[src/rtl/keypad_pkg.sv]
// Shared types and timing constants for the keypad emulator.
package keypad_pkg;

  // Phase sequence of one emulated key press.
  typedef enum logic [2:0] {
    ST_IDLE,
    ST_PRESS_BOUNCE,
    ST_HOLD,
    ST_RELEASE_BOUNCE,
    ST_GAP
  } state_e;

  // Key code: one-hot row in the upper nibble, one-hot column in the lower.
  typedef struct packed {
    logic [3:0] row;
    logic [3:0] col;
  } key_t;

  localparam int unsigned CNT_W         = 24;
  localparam int unsigned BOUNCE_TOGGLE = 4;
  localparam int unsigned GAP_CYCLES    = 16;

  // A key is usable only if both nibbles select exactly one line.
  function automatic logic key_is_valid(input key_t k);
    return $onehot(k.row) && $onehot(k.col);
  endfunction

  // Counter preload for a hold phase; a zero hold behaves like one cycle.
  function automatic logic [CNT_W-1:0] hold_load(input logic [CNT_W-1:0] h);
    return (h == '0) ? '0 : h - CNT_W'(1);
  endfunction

endpackage

[src/rtl/keypad_emulator_if.sv]
// Command handshake and status bundle between a press sequencer and the emulator.
interface keypad_emulator_if;
  import keypad_pkg::*;

  logic        cmd_valid;
  logic        cmd_ready;
  key_t        cmd_key;
  logic [23:0] cmd_hold;
  logic [7:0]  cmd_bounce;
  logic        busy;
  logic        done;
  logic        cmd_error;

  modport master (
    output cmd_valid, cmd_key, cmd_hold, cmd_bounce,
    input  cmd_ready, busy, done, cmd_error
  );

  modport slave (
    input  cmd_valid, cmd_key, cmd_hold, cmd_bounce,
    output cmd_ready, busy, done, cmd_error
  );

endinterface

[src/rtl/cycle_down_counter.sv]
// Loadable down counter that stops at zero; times each press phase.
module cycle_down_counter #(
  parameter int unsigned W = 24
) (
  input  logic         clk,
  input  logic         rst_n,
  input  logic         load_i,
  input  logic [W-1:0] load_value_i,
  input  logic         en_i,
  output logic [W-1:0] count_o,
  output logic         zero_o
);

  logic [W-1:0] count_q, count_d;

  // Load has priority over decrement; decrement saturates at zero.
  always_comb begin
    // NOTE: default first so every path assigns count_d and no latch is inferred.
    count_d = count_q;
    if (load_i) begin
      count_d = load_value_i;
    end else if (en_i && (count_q != '0)) begin
      count_d = count_q - W'(1);
    end
  end

  // Count register.
  always_ff @(posedge clk or negedge rst_n) begin
    // NOTE: non-blocking assignments keep all registers updating from pre-edge values.
    if (!rst_n) begin
      count_q <= '0;
    end else begin
      count_q <= count_d;
    end
  end

  assign count_o = count_q;
  assign zero_o  = (count_q == '0);

endmodule

[src/rtl/keypad_emulator.sv]
// Emulates one matrix key: answers the scanner's row drive with the latched
// column while the contact is closed, including bounce at both press edges.
module keypad_emulator
  import keypad_pkg::*;
(
  input  logic               clk,
  input  logic               reset,
  input  logic [3:0]         keypad_row,
  output logic [3:0]         keypad_column,
  keypad_emulator_if.slave   cmd
);

  state_e            state_q, state_d;
  key_t              key_q, key_d;
  logic [CNT_W-1:0]  hold_q, hold_d;
  logic [7:0]        bounce_q, bounce_d;
  logic              error_q, error_d;

  logic              cnt_load;
  logic [CNT_W-1:0]  cnt_load_value;
  logic [CNT_W-1:0]  cnt_value;
  logic              cnt_zero;
  logic              done_c;

  logic [CNT_W-1:0]  elapsed;
  logic              phase_odd;
  logic              contact;

  cycle_down_counter #(.W(CNT_W)) u_phase_counter (
    .clk          (clk),
    .rst_n        (reset),
    .load_i       (cnt_load),
    .load_value_i (cnt_load_value),
    .en_i         (state_q != ST_IDLE),
    .count_o      (cnt_value),
    .zero_o       (cnt_zero)
  );

  // Next state, command latching and phase-counter preload on each phase entry.
  always_comb begin
    state_d        = state_q;
    key_d          = key_q;
    hold_d         = hold_q;
    bounce_d       = bounce_q;
    error_d        = 1'b0;
    cnt_load       = 1'b0;
    cnt_load_value = '0;
    done_c         = 1'b0;
    unique case (state_q)
      ST_IDLE: begin
        if (cmd.cmd_valid) begin
          if (key_is_valid(cmd.cmd_key)) begin
            key_d    = cmd.cmd_key;
            hold_d   = cmd.cmd_hold;
            bounce_d = cmd.cmd_bounce;
            cnt_load = 1'b1;
            if (cmd.cmd_bounce != 8'd0) begin
              state_d        = ST_PRESS_BOUNCE;
              cnt_load_value = CNT_W'(cmd.cmd_bounce) - CNT_W'(1);
            end else begin
              state_d        = ST_HOLD;
              cnt_load_value = hold_load(cmd.cmd_hold);
            end
          end else begin
            error_d = 1'b1;
          end
        end
      end
      ST_PRESS_BOUNCE: begin
        if (cnt_zero) begin
          state_d        = ST_HOLD;
          cnt_load       = 1'b1;
          cnt_load_value = hold_load(hold_q);
        end
      end
      ST_HOLD: begin
        if (cnt_zero) begin
          cnt_load = 1'b1;
          if (bounce_q != 8'd0) begin
            state_d        = ST_RELEASE_BOUNCE;
            cnt_load_value = CNT_W'(bounce_q) - CNT_W'(1);
          end else begin
            state_d        = ST_GAP;
            cnt_load_value = CNT_W'(GAP_CYCLES - 1);
          end
        end
      end
      ST_RELEASE_BOUNCE: begin
        if (cnt_zero) begin
          state_d        = ST_GAP;
          cnt_load       = 1'b1;
          cnt_load_value = CNT_W'(GAP_CYCLES - 1);
        end
      end
      ST_GAP: begin
        if (cnt_zero) begin
          state_d = ST_IDLE;
          done_c  = 1'b1;
        end
      end
      default: state_d = ST_IDLE;
    endcase
  end

  // State and latched-command registers; reset aborts any sequence at once.
  always_ff @(posedge clk or negedge reset) begin
    if (!reset) begin
      state_q  <= ST_IDLE;
      key_q    <= '0;
      hold_q   <= '0;
      bounce_q <= '0;
      error_q  <= 1'b0;
    end else begin
      state_q  <= state_d;
      key_q    <= key_d;
      hold_q   <= hold_d;
      bounce_q <= bounce_d;
      error_q  <= error_d;
    end
  end

  // Contact model: bounce phases alternate every BOUNCE_TOGGLE cycles, press
  // bounce starting closed and release bounce starting open.
  always_comb begin
    elapsed   = CNT_W'(bounce_q) - CNT_W'(1) - cnt_value;
    phase_odd = ((elapsed / CNT_W'(BOUNCE_TOGGLE)) % CNT_W'(2)) != '0;
    contact   = (state_q == ST_HOLD)
             || ((state_q == ST_PRESS_BOUNCE)   && !phase_odd)
             || ((state_q == ST_RELEASE_BOUNCE) &&  phase_odd);
    keypad_column = (contact && ((keypad_row & key_q.row) != 4'b0000))
                  ? key_q.col : 4'b0000;
  end

  assign cmd.cmd_ready = (state_q == ST_IDLE);
  assign cmd.busy      = (state_q != ST_IDLE);
  assign cmd.done      = done_c;
  assign cmd.cmd_error = error_q;

endmodule

[src/flat_wrapper.sv]
// flat-port wrapper written by rule: the top's interface ports become plain ports
module keypad_emulator_flat import keypad_pkg::*;
  (clk, reset, keypad_row, keypad_column, cmd_cmd_valid, cmd_cmd_key, cmd_cmd_hold, cmd_cmd_bounce, cmd_cmd_ready, cmd_busy, cmd_done, cmd_cmd_error);
  keypad_emulator_if cmd_i ();
  input  logic clk;
  input  logic reset;
  input  logic [3:0] keypad_row;
  output logic [3:0] keypad_column;
  input wire logic [$bits(cmd_i.cmd_valid)-1:0] cmd_cmd_valid;
  input wire logic [$bits(cmd_i.cmd_key)-1:0] cmd_cmd_key;
  input wire logic [$bits(cmd_i.cmd_hold)-1:0] cmd_cmd_hold;
  input wire logic [$bits(cmd_i.cmd_bounce)-1:0] cmd_cmd_bounce;
  output wire logic [$bits(cmd_i.cmd_ready)-1:0] cmd_cmd_ready;
  output wire logic [$bits(cmd_i.busy)-1:0] cmd_busy;
  output wire logic [$bits(cmd_i.done)-1:0] cmd_done;
  output wire logic [$bits(cmd_i.cmd_error)-1:0] cmd_cmd_error;
  assign cmd_i.cmd_valid = cmd_cmd_valid;
  assign cmd_i.cmd_key = cmd_cmd_key;
  assign cmd_i.cmd_hold = cmd_cmd_hold;
  assign cmd_i.cmd_bounce = cmd_cmd_bounce;
  assign cmd_cmd_ready = cmd_i.cmd_ready;
  assign cmd_busy = cmd_i.busy;
  assign cmd_done = cmd_i.done;
  assign cmd_cmd_error = cmd_i.cmd_error;
  keypad_emulator u_core (.clk(clk), .reset(reset), .keypad_row(keypad_row), .keypad_column(keypad_column), .cmd(cmd_i));
endmodule
[config.mk]
export PLATFORM = sky130hd
export DESIGN_NAME = keypad_emulator_flat
export DESIGN_NICKNAME = d
export VERILOG_FILES = /design/src/rtl/keypad_pkg.sv /design/src/rtl/keypad_emulator_if.sv /design/src/rtl/cycle_down_counter.sv /design/src/rtl/keypad_emulator.sv /design/src/flat_wrapper.sv
export SDC_FILE = /design/constraint.sdc
export NUM_CORES = 1
export LEC_CHECK = 0
export CAP_MARGIN = 20
export CORE_MARGIN = 2
export CORE_UTILIZATION = 58
export DETAILED_ROUTE_END_ITERATION = 8
export PLACE_DENSITY = 0.85
export SLEW_MARGIN = 20
export SYNTH_ARGS = -nofsm -noshare
export SYNTH_HDL_FRONTEND = slang
export SYNTH_HIERARCHICAL = 1
export SYNTH_SLANG_ARGS = --single-unit
[constraint.sdc]
create_clock -name clk -period 3.7 [get_ports clk]
set_input_delay 0.925 -clock clk [delete_from_list [all_inputs] [get_ports clk]]
set_output_delay 0.925 -clock clk [all_outputs]
set_load 0.01 [all_outputs]
# [Word-level counts from Yosys, hierarchy flattened]
# Cells that the tools add are included.
[classes] addsub=12 multipliers=0 n_div=0 magnitude_cmp=0 n_eq_ne=12 shifts=0 mux=30 bitwise_logic=1 reduce_logical=21
[ops] cell="24-bit two-way mux" count=10
[ops] cell="24-bit one-hot mux with 4 select lines" count=1
[ops] cell="24-bit logical NOT" count=3
[ops] cell="24-bit by 1-bit subtractor with 24-bit output, second input constant" count=3
[ops] cell="24-bit nonzero test" count=1
[ops] cell="3-bit two-way mux" count=7
[ops] cell="8-bit by 1-bit subtractor with 9-bit output, second input constant" count=2
[ops] cell="8-bit nonzero test" count=2
[ops] cell="3-bit one-hot mux with 5 select lines" count=1
[ops] cell="2-bit by 1-bit != test with 1-bit output, second input constant" count=5
[ops] cell="3-bit by 1-bit equality test with 1-bit output, second input constant" count=3
[ops] cell="1-bit by 1-bit adder with 2-bit output" count=4
[ops] cell="4-bit two-way mux" count=2
[ops] cell="1-bit two-way mux" count=7
[ops] cell="3-bit adder" count=2
[ops] cell="3-bit by 2-bit equality test with 1-bit output, second input constant" count=2
[ops] cell="6-bit AND reduction" count=1
[ops] cell="1-bit logical AND" count=5
[ops] cell="4-bit AND" count=1
[ops] cell="4-bit nonzero test" count=1
[ops] cell="3-bit equality test, second input constant" count=1
[ops] cell="3-bit logical NOT" count=1
[ops] cell="3-bit AND reduction" count=1
[ops] cell="3-bit nonzero test" count=1
[ops] cell="8 further kinds" count=9
[word_totals] regBits=68 latchBits=0 mem_bits_rw=0 mem_bits_ro=0 out_inout_bits=8 elab_cells=83 mem_count=0

# [Longest topological paths before layout]
[logic_depth] word_depth=8 mapped_depth=15

# [Cells and area by module]
# The synthesis kept the hierarchy.
[modules_own_cells] module="keypad_emulator" instances=1 cells_each=463 area_each_um2=3618.5 seq_area_each_um2=1101.1
[modules_own_cells] module="cycle_down_counter" instances=1 cells_each=168 area_each_um2=1492.7 seq_area_each_um2=600.6

# [Worst setup path after synthesis]
# OpenSTA, ideal clock, no wires.
[synth_path] path_kind="input to register" start="input port cmd_cmd_key[4]" end="register u_core.u_phase_counter.count_q[11] (netlist: u_core/u_phase_counter/count_o[11])" setup_time_ns=0.137 t_arrival_ns=3.803 slack_ns=-0.240 cell_stages=14 path_buffers=5 cell_sequence="inv_1 > fa_1 > inv_1 > ha_1 > ha_1 > nand4bb_1 > or4_1 > buf_2 > clkbuf_1 > clkbuf_1 > nand2_1 > clkbuf_1 > clkbuf_1 > a21oi_1"
[synth_between] elab_chain_len=8 word_cells_on_any_way=12
[synth_rtl] element="from (decl)" line_no="flat_wrapper.sv:10" rtl="input wire logic [$bits(cmd_i.cmd_key)-1:0] cmd_cmd_key;"
[synth_rtl] element="1-bit by 1-bit adder with 2-bit output (implied by the code) (*)" line_no="keypad_pkg.sv:25" rtl="return $onehot(k.row) && $onehot(k.col);"
[synth_rtl] element="3-bit adder (implied by the code) (*)" line_no="keypad_pkg.sv:25"
[synth_rtl] element="3-bit by 1-bit equality test with 1-bit output (*)" line_no="keypad_pkg.sv:25"
[synth_rtl] element="1-bit logical AND (*)" line_no="keypad_pkg.sv:25"
[synth_rtl] element="1-bit two-way mux (*)" line_no="keypad_emulator.sv:52" rtl="if (key_is_valid(cmd.cmd_key)) begin"
[synth_rtl] element="1-bit two-way mux (*)" line_no="keypad_emulator.sv:51" rtl="if (cmd.cmd_valid) begin"
[synth_rtl] element="1-bit one-hot mux with 2 select lines (*)" line_no="keypad_emulator.sv:49" rtl="unique case (state_q)"
[synth_rtl] element="via u_core.cnt_load" line_no="keypad_emulator.sv:19" rtl="logic cnt_load;"
[synth_rtl] element="24-bit two-way mux / 2-bit nonzero test (equally long branches)"
[synth_rtl] element="to (signal assigned)" line_no="cycle_down_counter.sv:33" rtl="count_q <= count_d;"
[synth_rtl] element="to (decl)" line_no="cycle_down_counter.sv:14" rtl="logic [W-1:0] count_q, count_d;"
# The timed path passes the listed nets; every way through them passes the cells marked *.
# A chain may end at the register's enable or synchronous reset.

# [Worst setup path after layout]
[layout_path] start="input port cmd_cmd_key[0]" end="register u_core.u_phase_counter.count_q[18] (netlist: u_core/u_phase_counter/count_o[18])"
[layout_between] elab_chain_len=8 word_cells_on_any_way=12
[layout_rtl] element="1-bit by 1-bit adder with 2-bit output (implied by the code)" line_no="keypad_pkg.sv:25"
[layout_rtl] element="3-bit adder (implied by the code)" line_no="keypad_pkg.sv:25"
[layout_rtl] element="3-bit by 1-bit equality test with 1-bit output" line_no="keypad_pkg.sv:25"
[layout_rtl] element="1-bit logical AND" line_no="keypad_pkg.sv:25"
[layout_rtl] element="24-bit two-way mux" line_no="keypad_emulator.sv:52"
[layout_rtl] element="24-bit two-way mux" line_no="keypad_emulator.sv:51"
[layout_rtl] element="24-bit one-hot mux with 4 select lines" line_no="keypad_emulator.sv:49"
[layout_rtl] element="via u_core.cnt_load_value[18]" line_no="keypad_emulator.sv:20" rtl="logic [CNT_W-1:0] cnt_load_value;"
[layout_rtl] element="24-bit two-way mux" line_no="cycle_down_counter.sv:20" rtl="if (load_i) begin"
# The timed path passes the listed nets, and every way through them passes these cells.

==> flow_metrics.py <==
metrics = {
    "placed_design": {
        "io_buffers": 54,
        "placed_area_mm2": 0.00593,
        "routabilityCongestion": 0.992,
        "dp_hpwl_um": 10600,
    },
    "run_status": {
        "failed_checks": "design-rule violations",
        "status": "finished with violations",
    },
    "timing": {
        "final_hold_viol_count": 0,
        "clock_skew_ns": 0.0112,
        "hold_slack_ns": 0.478,
        "slew_headroom_pct": 33.0,
        "final-setup-viol-count": 0,
        "fin_setup_tns_ns": 0,
        "worstMarginPinSlew_ns": 1.00,
        "fmax_mhz": 273,
        "slew_violations": 0,
        "timing.final.crit_share_pct": 98.9,
        "finalCriticalPeriod_ns": 3.66,
    },
    "synth": {
        "async_flop_share_pct": 100,
        "synth_top_area_share_pct": 33.3,
        "synth_seq_cells": 68,
        "yosys.area.top_type": "dfrtp_1",
        "synth_cell_types": 68,
        "syn_inst": 631,
        "synth_area_mm2": 0.00511,
        "synthFlopType": "dfrtp_1",
        "yosysMostFrequentCell": "nand2_1",
        "yosysSeqAreaShare_pct": 33.3,
        "syn_avg_cell_area_um2": 8.10,
        "postSynthNetCount": 692,
        "synth-edff-count": 0,
        "ys_warn_count": 6,
        "synthTopCellsByArea": "dfrtp_1 33%, nand2_1 10%, xor2_1 6.2%",
        "yosys-top-cells-count": "140 x nand2_1, 68 x dfrtp_1, 40 x o21ai_0",
    },
    "clocking": {
        "cts_tree": "done",
        "htree_levels": 3,
        "cts-root-buf": "clkbuf_8",
        "numCtsBuffers": 9,
        "clock_sinks": 68,
        "path_clk_slew_ns": 0.08,
        "clockBufferDepth": 2,
        "insertion_delay_ns": 0.34,
        "cts_hold_buf": 0,
    },
    "die": {
        "die-area_mm2": 0.00958,
        "core_area_mm2": 0.00864,
        "rows": 34,
        "die-height_um": 97.9,
        "die_w_um": 97.9,
        "start_util_pct": 59.2,
        "io_pins": 55,
    },
    "pwr": {
        "power.static_leakage_nw": 2.70,
        "finalPower_mw": 2.14,
        "ir_drop_v": 0.000224,
        "p_per_area_mw_per_mm2": 336,
    },
    "finish": {
        "area_delta_synth_final_pct": 24.6,
        "final_layout_size_suffix_gt1_share_pct": 13.4,
        "diodes": 0,
        "nets": 765,
        "fin_util_pct": 73.7,
        "final_area_mm2": 0.00637,
    },
    "worst_setup_path": {
        "cp.buffers_inverters": 4,
        "required_ns": 3.98,
        "critPathMaxStageDelay_ns": 0.55,
        "cp_cell_sequence": "clkdlybuf4s50_1, inv_1, fa_1, inv_1, ha_4, ha_4, or4_4, a311o_2, clkbuf_16, o22ai_4, a211o_1",
        "crit_type": "input port to flip-flop",
        "crit_path_top_delay_cell": "fa_1",
        "cp-start-kind": "input port",
        "crit_family": "adder cells",
        "crit_fanout": 7,
        "cp.arrival_ns": 3.94,
        "worstSetupEndpointType": "flip-flop",
    },
    "min_path": {
        "min_path_type": "flip-flop to flip-flop",
    },
    "route": {
        "avgRoutedWirePerCell_um": 18.4,
        "final_antenna_net_count": 0,
        "num_vias": 5162,
        "drcViolationCount": 1,
        "vias_per_cell": 6.32,
        "drt_iter0_drc": 405,
        "dr.pass1.iters": 8,
        "wl_um": 15000,
    },
    "grt": {
        "antenna_found_initial": 0,
        "grt_use_total_pct": 29.9,
        "grt_overflow": 0,
        "grt_pass1_vias": 4831,
        "grt_pass1_wl_um": 23300,
        "grt_start_max_net_pins": 40,
    },
    "job": {
        "maxCapViolations": 0,
    },
}
path summary, 6_finish.rpt:
kind / start / endpoint / slack [ns] / depth (start not counted)
max: cmd_cmd_key[0] / u_core/u_phase_counter/count_o[18]$_DFFE_PN0P_ / 0.04 / 11
min: u_core/key_q[2]$_DFFE_PN0P_ / u_core/key_q[2]$_DFFE_PN0P_ / 0.48 / 2
max reg2reg: u_core/hold_q[17]$_DFFE_PN0P_ / u_core/u_phase_counter/count_o[7]$_DFFE_PN0P_ / 0.52 / 7
min reg2reg: u_core/key_q[2]$_DFFE_PN0P_ / u_core/key_q[2]$_DFFE_PN0P_ / 0.48 / 2
max in group asynchronous: reset / u_core/u_phase_counter/count_o[8]$_DFFE_PN0P_ / 2.16 / 2
min in group asynchronous: reset / u_core/bounce_q[0]$_DFFE_PN0P_ / 0.71 / 1
sequential cells by signal (all words and copies together), names as in the netlist:
signal	cells
u_core/bounce_q	8
u_core/cmd.cmd_error	1
u_core/u_phase_counter/count_o	24
u_core/key_q	8
u_core/state_q	3
u_core/hold_q	24
worst register-to-register path: stages (launching register included):
cell and delay, ns:
dfrtp_1 0.46, or4_1 0.64, or4_4 0.49, o31ai_4 0.87
a21oi_1 0.06, or3_1 0.38, nand2_1 0.07, o21ai_0 0.07
through the flow:
step | setup WS (ns) | std cells
global placement | -0.363 | 798
global route | -0.0849 | 817
finish | 0.0402 | 817
CTS | 0.00284 | 815
detailed placement | -0.463 | 798
floorplan | 0.0125 | 631
logic make-up (layout without fill, tap and decap cells):
| kind of cell | after synthesis | in the layout | synth area share (%) |
|---|---|---|---|
| and+or+nand+nor | 303 | 303 | 30.0 |
| muxes | 3 | 3 | 0.588 |
| xor gates and xnor gates | 65 | 65 | 11.4 |
| AOI/OAI and AO/OA | 120 | 120 | 16.1 |
| adders and majority gates | 14 | 14 | 3.72 |
| buffers and inverters | 58 | 136 | 4.92 |
| DFF | 68 | 68 | 33.3 |
power breakdown:
group	switching, mW	internal [mW]
registers	0.0551	0.782
logic	0.274	0.219
clock network	0.286	0.522
area by class of cell:
type	instances	area (µm²)
clock buffers	13	179
clock inverters	3	90.1
fillers	597	2270
inverters	29	109
multi-input cells	505	3290
flip-flops and latches	68	1700
well taps	108	135
repair buffers	91	862
repair_timing:
item / CTS / global route
pin swaps: 2 / 5
gates resized for setup: 10 / 29
endpoints found under the setup margin: 27 / 29
cloned: 0 / 1
setup buffers: 1 / 1
layer usage:
layer	share of wire [%]	global-route usage, %	up-vias
li1	-	-	2388
met1	41	40.9	2455
met2	48	48.9	283
met3	8.9	4.72	36
met4	2.2	9.83	0
met5	0	0	-
cell usage in the layout (no fill, tap or decap), drive strengths merged, types with 12 or more instances in the layout:
cell type      netlist  routed
clkdlybuf4s50        0      46
nor3                27      27
buf                 10      37
or4                 13      13
clkbuf              19      14
xor2                36      36
nor2                32      32
ha                  12      12
o21ai               45      45
a21oi               18      18
nor4                27      27
xnor2               28      28
dfrtp               68      68
nand3               13      13
nand2              140     140
o22ai               15      15
inv                 29      29
No activity file was read; power rests on OpenSTA's default activity.
